[config.mk]
export PLATFORM = sky130hd
export DESIGN_NAME = approx_mac_accum
export DESIGN_NICKNAME = d
export VERILOG_FILES = /design/src/rtl/approx_mac_accum.sv
export SDC_FILE = /design/constraint.sdc
export NUM_CORES = 1
export LEC_CHECK = 0
export ABC_AREA = 0
export BUFFER_PORTS_ARGS = -buffer_cell sky130_fd_sc_hd__buf_2
export CAP_MARGIN = 20
export CORE_AREA = 3 3 156 158
export CTS_CLUSTER_SIZE = 12
export DETAILED_ROUTE_END_ITERATION = 10
export DIE_AREA = 0 0 159 161
export SLEW_MARGIN = 20
export SYNTH_ARGS = -nofsm -noshare
export SYNTH_HDL_FRONTEND = slang
export SYNTH_HIERARCHICAL = 1
export SYNTH_SLANG_ARGS = --single-unit
[constraint.sdc]
create_clock -name clk -period 4.5 [get_ports clk]
set_input_delay 0.675 -clock clk [delete_from_list [all_inputs] [get_ports clk]]
set_output_delay 0.675 -clock clk [all_outputs]
set_load 0.02 [all_outputs]
[src/rtl/approx_mac_accum.sv]
// approx_mac_accum: streams unsigned 8-bit operand pairs through the approximate
// multiplier mult_8x8_1233 and sums every LEN products into a saturating
// ACC_W-bit result. The result is presented on a valid/ready output port.
// mult_8x8_1233: an unsigned 8x8 array multiplier that never forms the
// partial-product bits of weight 1, 2 and 4 (columns 0..2). Those bits are
// exactly what is missing from the exact product.

module mult_8x8_1233 (
   input  logic [7:0]  A,
   input  logic [7:0]  B,
   output logic [15:0] R
);
   logic [15:0] exact;
   logic [4:0]  dropped;

   // Exact product minus the low-column partial products the array omits
   always_comb begin
      exact   = {8'd0, A} * {8'd0, B};
      dropped = {4'd0, A[0] & B[0]}
              + {3'd0, A[0] & B[1], 1'b0} + {3'd0, A[1] & B[0], 1'b0}
              + {2'd0, A[0] & B[2], 2'b0} + {2'd0, A[1] & B[1], 2'b0}
              + {2'd0, A[2] & B[0], 2'b0};
      R       = exact - {11'd0, dropped};
   end
endmodule

module approx_mac_accum #(
   parameter int LEN   = 16,
   parameter int ACC_W = 24
) (
   input  logic             clk,
   input  logic             rst,
   input  logic             in_valid,
   output logic             in_ready,
   input  logic [7:0]       in_a,
   input  logic [7:0]       in_b,
   output logic             out_valid,
   input  logic             out_ready,
   output logic [ACC_W-1:0] out_sum,
   output logic             out_sat
);
   localparam int CNT_W = (LEN > 1) ? $clog2(LEN) : 1;
   localparam logic [CNT_W-1:0] CNT_LAST = CNT_W'(LEN - 1);

   // Unsigned add of a product onto a partial sum.
   // The MSB flags overflow, and in that case the sum is clamped to all-ones.
   function automatic logic [ACC_W:0] sat_add(input logic [ACC_W-1:0] base,
                                              input logic [15:0]      p);
      logic [ACC_W:0] wide;
      wide = {1'b0, base} + (ACC_W+1)'(p);
      return wide[ACC_W] ? {1'b1, {ACC_W{1'b1}}} : wide;
   endfunction

   logic             en, accept;
   logic [CNT_W-1:0] cnt_q, cnt_d;
   logic             v1_q, last1_q;
   logic [7:0]       a1_q, b1_q;
   logic             v2_q, last2_q;
   logic [15:0]      p2_q, prod;
   logic [ACC_W-1:0] acc_q, acc_d;
   logic             sat_q, sat_d, first_q, first_d, sat_new;
   logic [ACC_W:0]   add_res;
   logic             out_valid_q, out_valid_d, out_sat_q, out_sat_d;
   logic [ACC_W-1:0] out_sum_q, out_sum_d;

   // A pending result that is not being taken freezes the whole pipeline
   assign en        = !(out_valid_q && !out_ready);
   assign in_ready  = en;
   assign accept    = in_valid && en;
   assign out_valid = out_valid_q;
   assign out_sum   = out_sum_q;
   assign out_sat   = out_sat_q;

   mult_8x8_1233 u_mult (.A(a1_q), .B(b1_q), .R(prod));

   // Sample position within the vector; only accepted pairs advance it
   always_comb begin
      cnt_d = cnt_q;
      if (accept) cnt_d = (cnt_q == CNT_LAST) ? '0 : cnt_q + CNT_W'(1);
   end

   // Accumulate and result next state. The first product of a vector replaces
   // the sum, so the previous vector never leaks into the next one.
   always_comb begin
      acc_d       = acc_q;
      sat_d       = sat_q;
      first_d     = first_q;
      out_valid_d = out_valid_q;
      out_sum_d   = out_sum_q;
      out_sat_d   = out_sat_q;
      add_res     = sat_add(first_q ? '0 : acc_q, p2_q);
      sat_new     = (sat_q && !first_q) || add_res[ACC_W];
      if (out_ready) out_valid_d = 1'b0;
      if (en && v2_q) begin
         if (last2_q) begin
            out_valid_d = 1'b1;
            out_sum_d   = add_res[ACC_W-1:0];
            out_sat_d   = sat_new;
            first_d     = 1'b1;
            sat_d       = 1'b0;
         end else begin
            acc_d   = add_res[ACC_W-1:0];
            sat_d   = sat_new;
            first_d = 1'b0;
         end
      end
   end

   // Control and result state, cleared asynchronously
   always_ff @(posedge clk or posedge rst) begin
      if (rst) begin
         cnt_q       <= '0;
         v1_q        <= 1'b0;
         v2_q        <= 1'b0;
         acc_q       <= '0;
         sat_q       <= 1'b0;
         first_q     <= 1'b1;
         out_valid_q <= 1'b0;
         out_sum_q   <= '0;
         out_sat_q   <= 1'b0;
      end else begin
         cnt_q       <= cnt_d;
         acc_q       <= acc_d;
         sat_q       <= sat_d;
         first_q     <= first_d;
         out_valid_q <= out_valid_d;
         out_sum_q   <= out_sum_d;
         out_sat_q   <= out_sat_d;
         if (en) begin
            v1_q <= accept;
            v2_q <= v1_q;
         end
      end
   end

   // Operand (S1) and product (S2) data registers; qualified by v1_q/v2_q
   always_ff @(posedge clk) begin
      if (en) begin
         a1_q    <= in_a;
         b1_q    <= in_b;
         last1_q <= (cnt_q == CNT_LAST);
         p2_q    <= prod;
         last2_q <= last1_q;
      end
   end
endmodule
# ---- Word level (Yosys, flattened, before mapping)
# Cells that the tools add are included.
dict set report word_totals {
  ff_bits 92
  input_bits 20
  out_inout_bits 27
  elab_cells 49
}
dict set report op_classes {
  addsub 8
  n_mul 1
  eq_ne 1
  muxes 8
  n_bitwise 7
  n_reduce_logical 10
}
# operator n
set op_table {}
lappend op_table {{$add 24x16->25} 1}
lappend op_table {{$mux 25} 1}
lappend op_table {{$mux 24} 1}
lappend op_table {{$mul 8x8->16} 1}
lappend op_table {{$sub 16x5->16} 1}
lappend op_table {{$add 5x3->5} 3}
lappend op_table {{$and 1x1->1} 6}
lappend op_table {{$add 5x2->5} 1}
lappend op_table {{$mux 1} 5}
lappend op_table {{$add 4x1->4 const B} 1}
lappend op_table {{$eq 4x4->1 const B} 1}
lappend op_table {{$logic_and 1x1->1} 4}
lappend op_table {{$mux 4} 1}
lappend op_table {{$reduce_and 2->1} 2}
lappend op_table {{$add 1x2->3} 1}
lappend op_table {{$logic_not 1->1} 3}
lappend op_table {{$logic_or 1x1->1} 1}
lappend op_table {{$not 1->1} 1}

# ---- Logic depth before layout (Yosys ltp)
# Gate-level depths: netlist of the first run.
dict set report logic_depth {
  word_depth 7
  mapped_depth 19
  ltp_nobuf 19
}

# ---- Hierarchy
# The synthesis of the first run kept the hierarchy.
# module n_inst cells_per_inst area_per_inst_um2 seq_area_each_um2
set by_module_without_submodules {}
lappend by_module_without_submodules {approx_mac_accum 1 430 4463.0 2473.6}
lappend by_module_without_submodules {mult_8x8_1233 1 284 2408.6 0.0}

# ---- Least setup slack after synthesis of the first run
# Ideal clock, no wire load.
dict set report synth_timing {
  path_type {flip-flop to flip-flop}
  from {register b1_q[2]}
  to {register p2_q[14] (data pin)}
  setup_ns 0.258
  arrival_time_ns 4.293
  required_time_ns 4.242
  path_slack_ns -0.051
  stages_incl_launch_ff 20
  n_path_buf 0
  period_less_slack_ns 4.551
  path_cell_list {edfxtp_1 > nand2_1 > inv_1 > ha_1 > xnor2_1 > ha_1 > ha_1 > inv_1 > ha_1 > inv_1 > fa_1 > fa_1 > inv_1 > ha_1 > a21o_1 > a221oi_2 > o21ai_2 > a221o_1 > a21oi_2 > xnor2_1}
}
dict set report synth_between {
  elab_chain_cells 5
  word_cells_on_any_way 6
  classes_between {add/sub (4); mul (1); bitwise (1)}
}
# item line
set synth_rtl {}
lappend synth_rtl {{from (decl)} 57} ;# logic [7:0] a1_q, b1_q;
lappend synth_rtl {{from (signal assigned)} 140} ;# b1_q <= in_b;
lappend synth_rtl {{$and 1x1->1} 21} ;# + {2'd0, A[0] & B[2], 2'b0} + {2'd0, A[1] & B[1], 2'b0}
lappend synth_rtl {{$add 5x3->5 (2 in a row)} 21}
lappend synth_rtl {{$add 5x3->5} 22} ;# + {2'd0, A[2] & B[0], 2'b0};
lappend synth_rtl {{$sub 16x5->16 *} 23} ;# R = exact - {11'd0, dropped};
lappend synth_rtl {{via prod[14]} 59} ;# logic [15:0] p2_q, prod;
lappend synth_rtl {{to (signal assigned)} 142} ;# p2_q <= prod;
lappend synth_rtl {{to (decl)} 59}
# The timed path passes the listed nets; every way through them passes the cells marked *.
# A chain may end at the register's enable or synchronous reset.

# ---- Worst setup path in the final report of the first run
dict set report layout_timing {
  from {register b1_q[1]}
  to {register p2_q[14] (data pin)}
}
dict set report layout_between {
  elab_chain_cells 7
  word_cells_on_any_way 9
  classes_between {add/sub (6); mul (1); bitwise (2)}
}
# item line
set layout_rtl {}
lappend layout_rtl {{$and 1x1->1} 20} ;# + {3'd0, A[0] & B[1], 1'b0} + {3'd0, A[1] & B[0], 1'b0}
lappend layout_rtl {{$add 1x2->3} 20}
lappend layout_rtl {{$add 5x2->5} 20}
lappend layout_rtl {{$add 5x3->5 (2 in a row)} 21}
lappend layout_rtl {{$add 5x3->5} 22}
lappend layout_rtl {{$sub 16x5->16 *} 23}
lappend layout_rtl {{via prod[14]} 59}
# Marked as above.

==> out/qor.csv, run 1 <==
stage;metric;value;unit
outcome;status;finished, final reports clean;
drt;drtIter0Drc;283;
worst_setup_path;critPathLaunchType;register;
synthesis;synth_top_area_share;20.8;%
drt;drt_wl_total;14100;µm
worst_setup_path;critical_path_buf_inv_count;2;
hold_path;hold_path_class;reg2reg;
finish;area_growth;20.4;%
drt;drc;0;
synthesis;yosysTopAreaCell;dfrtp_1;
synthesis;syn-cell-area;6870;µm²
drt;vias_per_cell;4.44;
grt;grt_pass1_wl;24300;µm
grt;antenna_found_initial;0;
sta;setup_violations;0;
drt;drt_first_pass_iters;5;
synthesis;ys_async_sr_fraction;63.0;%
synthesis;synthDistinctLibCells;58;
grt;gr-total-overflow;0;
synthesis;synth.avg_cell_area;9.62;µm²
worst_setup_path;crit_arrival;4.59;ns
worst_setup_path;cpMostUsedCell;fa_1;
synthesis;synth_top_family_by_area;adder cells;
synthesis;synth.area.mux_share;0.929;%
sta;period_needed;4.49;ns
floorplanning;top_level_ports;47;
sta;rsz0062_at_grt;yes;
finish;drive_gt1_share;21.5;%
sta;tightest_slew;1.04;ns
synthesis;yosys.cell_count.top_type;nand2_1;
floorplanning;die_area;25600;µm²
synthesis;synthCells;714;
drt;wl_met1;6800;µm
finish;fillers;2364;
drt;wl_met3;437;µm
grt;grt_util_all_layers;11.4;%
placed_design;place.gp.congestion;0.845;
synthesis;ys.flop_type;dfrtp_1;
finish;fin_nets;923;
floorplanning;coreArea;23300;µm²
worst_setup_path;critPathTopFamily;adder cells;
clock_network;cts_tree;built;
clock_network;htree_levels;3;
sta;hold_viol;0;
grt;grt_pass1_vias;5081;
synthesis;synth-simple-area-share;16.4;%
finish;regArea;2470;µm²
finish;num_antenna_cells;0;
job;cap_violations;0;
floorplanning;die_x;159;µm
floorplanning;rows;56;
drt;antenna_left;0;
clock_network;cts_root_buffer;clkbuf_16;
drt;wire_per_inst;12.6;µm
placed_design;place_ws;-0.147;ns
placed_design;dp_hpwl;10900;µm
sta;slew_viol_final;0;
worst_setup_path;cp.required;4.60;ns
sta;min_period_over_period;99.7;%
drt;vias;4991;
worst_setup_path;crit_fanout;6;
synthesis;yosysSeqAreaShare;36.0;%
synthesis;synth-xor-area-share;4.33;%
worst_setup_path;crit_type;reg2reg;
clock_network;cts_buffers;9;
drt;dr.max_layer_used;met4;
sta;fin_worst_skew;0.0117;ns
finish;multi_input_area;4200;µm²
synthesis;synthAdderAreaFrac;23.6;%
placed_design;io_buffers;46;
sta;relSlewSlack;30.4;%
grt;grt_max_degree;59;
floorplanning;die_h;161;µm
clock_network;clockBufferDepth;2;
sta;timing.fmax;223;MHz
synthesis;synth-seq-cells;92;
sta;final.setup.worst_slack;0.0136;ns
floorplanning;initial_core_util;29.5;%
drt;wl_met2;6810;µm
worst_setup_path;end_kind;register;
synthesis;synth_edf_count;34;
worst_setup_path;path_cells;buf_6 > nand2_1 > fa_1 > inv_1 > fa_1 > fa_1 > fa_1 > ha_4 > a21o_1 > a221oi_4 > o21ai_2 > a221o_1 > a21oi_2 > xnor2_1;
synthesis;synth_compound_area_share;12.9;%
clock_network;ctsHoldBuffers;0;
worst_setup_path;critPathMaxStageDelay;0.53;ns
synthesis;yosys_warnings;6;
clock_network;path_clk_slew;0.07;ns
synthesis;netlist_top_cells_count;100 x nand2_1, 76 x inv_1, 61 x ha_1, 57 x dfrtp_1, 44 x nor2_1;
synthesis;synthTopCellsByArea;dfrtp_1 21%, edfxtp_1 15%, fa_1 13%;
worst_setup_path;cp_slowest_cell;fa_1;
clock_network;cts.sinks;92;
clock_network;insertion_delay;0.36;ns
[sequential cells by signal (all words and copies together), names as in the netlist]
register and cells:
out_valid 1, acc_q 24, v2_q 1, sat_q 1, a1_q 8, cnt_q 4, p2_q 16, v1_q 1
b1_q 8, out_sat 1, first_q 1, last2_q 1, out_sum 24, last1_q 1
[worst register-to-register path, stage by stage (launching register included)]
cell	delay, ns
edfxtp_1	0.52
buf_6	0.15
nand2_1	0.07
fa_1	0.53
inv_1	0.06
fa_1	0.52
fa_1	0.43
fa_1	0.51
ha_4	0.18
a21o_1	0.22
a221oi_4	0.34
o21ai_2	0.12
a221o_1	0.37
a21oi_2	0.15
xnor2_1	0.07
[per-layer routing]
metal,GRT usage [%],vias to the layer above
li1,-,2565
met1,15.2,2348
met2,19.2,69
met3,2.49,9
met4,2.15,0
met5,0,-
[final cells by class]
cell class              count  area share (%)
multi-input cells         523            50.7
flip-flops and latches     92            29.9
repair buffers             97            7.77
well taps                 319            4.82
inverters                  76            3.45
clock buffers               9            2.72
clock inverters             7           0.665
[through the flow]
| stage | util [%] | setup TNS (ns) | hold slack (ns) | cell area (µm²) | std cells |
|---|---|---|---|---|---|
| 6_report | 35.6 | 0 | 0.425 | 8280 | 1123 |
| 5_1_grt | 35.6 | -0.187 | 0.444 | 8280 | 1123 |
| 4_1_cts | 34.5 | 0 | 0.428 | 8030 | 1113 |
| 3_5_place_dp | 33.0 | -0.322 | 0.420 | 7680 | 1092 |
| 3_3_place_gp | 33.0 | -0.105 | 0.403 | 7680 | 1092 |
| 2_1_floorplan | - | 0 | 0.400 | 6890 | 715 |
[cells in the final DEF (no fill, tap or decap), drive strengths merged, types with 4 or more instances in the layout]
cell / netlist / layout
a21o: 12 / 12
a21oi: 41 / 41
a31oi: 11 / 11
and2: 29 / 29
and3: 7 / 7
buf: 5 / 97
clkbuf: 19 / 9
dfrtp: 57 / 57
edfxtp: 34 / 34
fa: 43 / 43
ha: 61 / 61
inv: 76 / 80
nand2: 100 / 100
nand2b: 4 / 4
nand3: 9 / 9
nand4: 6 / 6
nor2: 46 / 46
nor2b: 26 / 26
nor3: 5 / 5
o21ai: 45 / 45
or2: 4 / 4
xnor2: 24 / 24
xor2: 10 / 10
[logic make-up (layout without fill, tap and decap cells)]
group / count (synthesis) / count (layout)
fa+ha+maj: 104 / 104
simple gates: 239 / 239
buf+inv: 100 / 189
xor+xnor: 34 / 34
compound gates: 138 / 138
mux: 6 / 6
other cells: 1 / 2
flops: 92 / 92
[repair_timing]
item,in CTS,in global routing
pin swaps,8,31
setup buffers,5,10
gates resized for setup,7,38
endpoints found under the setup margin,4,6
hold endpoints to repair,0,0
[path summary, 6_finish.rpt]
kind	start	cells past startpoint	slack [ns]	end
max	b1_q[1]$_DFFE_PN_	14	0.01	p2_q[14]$_DFFE_PN_
min	last1_q$_DFFE_PN_	0	0.43	last2_q$_DFFE_PN_
max reg2reg	b1_q[1]$_DFFE_PN_	14	0.01	p2_q[14]$_DFFE_PN_
min reg2reg	last1_q$_DFFE_PN_	0	0.43	last2_q$_DFFE_PN_
max in group asynchronous	rst	3	3.47	out_sum[8]$_DFFE_PP0P_
min in group asynchronous	rst	3	0.51	out_sum[12]$_DFFE_PP0P_
Power of run 1 is not shown: default switching activity piles up to over one toggle a cycle in this logic, so the estimate is an artifact.
==> inputs of run 2 (changes only) <==
--- a/config.mk
+++ b/config.mk
@@ -12,6 +12,7 @@
 export CTS_CLUSTER_SIZE = 12
 export DETAILED_ROUTE_END_ITERATION = 10
 export DIE_AREA = 0 0 159 161
+export PLACE_DENSITY = 0.49
 export SLEW_MARGIN = 20
 export SYNTH_ARGS = -nofsm -noshare
 export SYNTH_HDL_FRONTEND = slang
==> run 2 against run 1 <==
Against the previous run:
- non-clock buffer count increased by 8
- flip-flop and latch count did not move
- design area up 1.4%
- worst setup slack gained 0.096 ns
- maximum frequency up 2.2%
- via count is 0.92% lower
- first-iteration DRC count fell by 23%
- die area did not move
- clock skew up 0.0062 ns
- register-to-register slack better by 0.096 ns
- sequential share of layout area shrank 0.41 points
- critical path depth up 1
==> out/qor.csv, run 2 (synthesis gave the netlist of run 1 again) <==
stage;metric;value;unit;change
finish;drive_gt1_share;23.9;%;was 21.5%
worst_setup_path;cp.depth;15;;was 14
finish;final_common_cell;nand2_1;;unchanged
drt;vias;4945;;was 4991
grt;grt_util_all_layers;11.8;%;was 11.4%
drt;drt_first_pass_iters;4;;was 5
sta;setup_violations;0;;unchanged
sta;fin_worst_skew;0.0179;ns;was 0.0117 ns
sta;min_period_over_period;97.6;%;was 99.7%
worst_setup_path;critical_path_buf_inv_count;3;;was 2
floorplanning;top_level_ports;47;;unchanged
worst_setup_path;reg2regPathDepth;15;;was 14
finish;mostFrequentLayoutCells;91 x nand2_1, 63 x inv_1, 57 x dfrtp_1;;was 95 x nand2_1, 67 x inv_1, 57 x dfrtp_1
placed_design;dp_cells;1096;;was 1092
finish;fin_nets;931;;was 923
grt;grt_pass1_wl;25000;µm;was 24300 µm
sta;tightest_slew;0.859;ns;was 1.04 ns
floorplanning;die_area;25600;µm²;unchanged
placed_design;dp_hpwl;11000;µm;was 10900 µm
clock_network;htree_levels;3;;unchanged
placed_design;io_buffers;46;;unchanged
worst_setup_path;rrSetupSlack;0.11;ns;was 0.01 ns
worst_setup_path;cpMostUsedCell;fa_1;;unchanged
drt;drt_wl_total;14500;µm;was 14100 µm
worst_setup_path;cp_slowest_cell;fa_2;;was fa_1
grt;gr-total-overflow;0;;unchanged
worst_setup_path;critPathLaunchType;register;;unchanged
floorplanning;initial_core_util;29.5;%;unchanged
worst_setup_path;crit_arrival;4.49;ns;was 4.59 ns
sta;period_needed;4.39;ns;was 4.49 ns
clock_network;insertion_delay;0.36;ns;about the same
job;cap_violations;0;;unchanged
drt;drc;0;;unchanged
clock_network;cts_root_buffer;clkbuf_16;;unchanged
sta;timing.fmax;228;MHz;was 223 MHz
finish;fin_cells;1131;;was 1123
grt;grt_max_degree;42;;was 59
drt;vias_per_cell;4.37;;was 4.44
drt;drtIter0Drc;218;;was 283
clock_network;cts_buffers;9;;unchanged
placed_design;dpl_cell_area;7710;µm²;was 7680 µm²
floorplanning;die_x;159;µm;unchanged
floorplanning;rows;56;;unchanged
grt;antenna_found_initial;0;;unchanged
hold_path;worstHoldStart;last1_q$_DFFE_PN_;;unchanged
worst_setup_path;crit_fanout;6;;unchanged
clock_network;cts.sinks;92;;unchanged
finish;final_util;36.1;%;was 35.6%
drt;wire_per_inst;12.8;µm;was 12.6 µm
clock_network;clockBufferDepth;2;;unchanged
hold_path;whs_path_depth;0;;unchanged
worst_setup_path;critPathMaxStageDelay;0.61;ns;was 0.53 ns
finish;area_growth;22.1;%;was 20.4%
worst_setup_path;r2r-end;p2_q[14]$_DFFE_PN_;;unchanged
worst_setup_path;cp.required;4.60;ns;about the same
worst_setup_path;crit_type;reg2reg;;unchanged
floorplanning;die_h;161;µm;unchanged
worst_setup_path;path_cells;buf_6 > buf_6 > nand2_2 > fa_1 > inv_1 > fa_1 > fa_1 > fa_2 > ha_4 > and3_4 > a221oi_4 > o21ai_2 > a221o_1 > a21oi_2 > xnor2_1;;was buf_6 > nand2_1 > fa_1 > inv_1 > fa_1 > fa_1 > fa_1 > ha_4 > a21o_1 > a221oi_4 > o21ai_2 > a221o_1 > a21oi_2 > xnor2_1
placed_design;place.gp.congestion;0.852;;was 0.845
grt;grt_pass1_vias;5109;;was 5081
worst_setup_path;end_kind;register;;unchanged
outcome;status;finished, final reports clean;;unchanged
sta;rsz0062_at_grt;yes;;unchanged
hold_path;min_to;last2_q$_DFFE_PN_;;unchanged
sta;relSlewSlack;42.6;%;was 30.4%
clock_network;cts_tree;built;;unchanged
worst_setup_path;r2r_start;b1_q[0]$_DFFE_PN_;;was b1_q[1]$_DFFE_PN_
clock_network;path_clk_slew;0.07;ns;about the same
sta;holdWs;0.424;ns;was 0.425 ns
finish;final_area;8390;µm²;was 8280 µm²
sta;slew_viol_final;0;;unchanged
floorplanning;coreArea;23300;µm²;unchanged
sta;hold_viol;0;;unchanged
drt;antenna_left;0;;unchanged
worst_setup_path;critPathTopFamily;adder cells;;unchanged
hold_path;hold_path_class;reg2reg;;unchanged
finish;num_antenna_cells;0;;unchanged
## run 2: through the flow
step / TNS [ns] / worst slack, ns
after global routing: -0.178 / -0.0849
final: 0 / 0.109
after CTS: -0.00490 / -0.00490
after global placement: -0.149 / -0.0830
after floorplan: 0 / 0.0208
after detailed placement: -0.177 / -0.100
## run 2: timing repair
action	CTS	global route
pin swaps	19	44
gates resized for setup	9	52
setup endpoints to repair	4	6
hold buffers	0	0
buffers inserted	2	16
endpoints found under the hold margin	0	0
## run 2: how the worst max path moves through the flow
stage	start	endpoint	slack, ns
floorplan	b1_q[2]$_DFFE_PN_	p2_q[14]$_DFFE_PN_	0.02
global placement	b1_q[2]$_DFFE_PN_	p2_q[14]$_DFFE_PN_	-0.08
detailed placement	b1_q[2]$_DFFE_PN_	p2_q[14]$_DFFE_PN_	-0.10
CTS	b1_q[2]$_DFFE_PN_	p2_q[14]$_DFFE_PN_	-0.005
global route	b1_q[3]$_DFFE_PN_	p2_q[15]$_DFFE_PN_	-0.08
finish	b1_q[0]$_DFFE_PN_	p2_q[14]$_DFFE_PN_	0.11
## run 2: per-layer routing
metal	vias up	share of wire (%)	global-route usage [%]
li1	2563	-	-
met4	0	1.2	3.02
met3	12	3.4	2.46
met2	76	47	19.9
met5	-	0	0
met1	2294	48	15.5
## run 2: area by class of cell
type	instances	area, µm²
tap	319	399
timing repair buffer	105	699
sequential	92	2470
fill	2422	14900
clock buffer	9	225
inverter	76	285
clock inverter	7	57.6
multi-input combinational	523	4250
Power of run 2 is left out for the same reason.
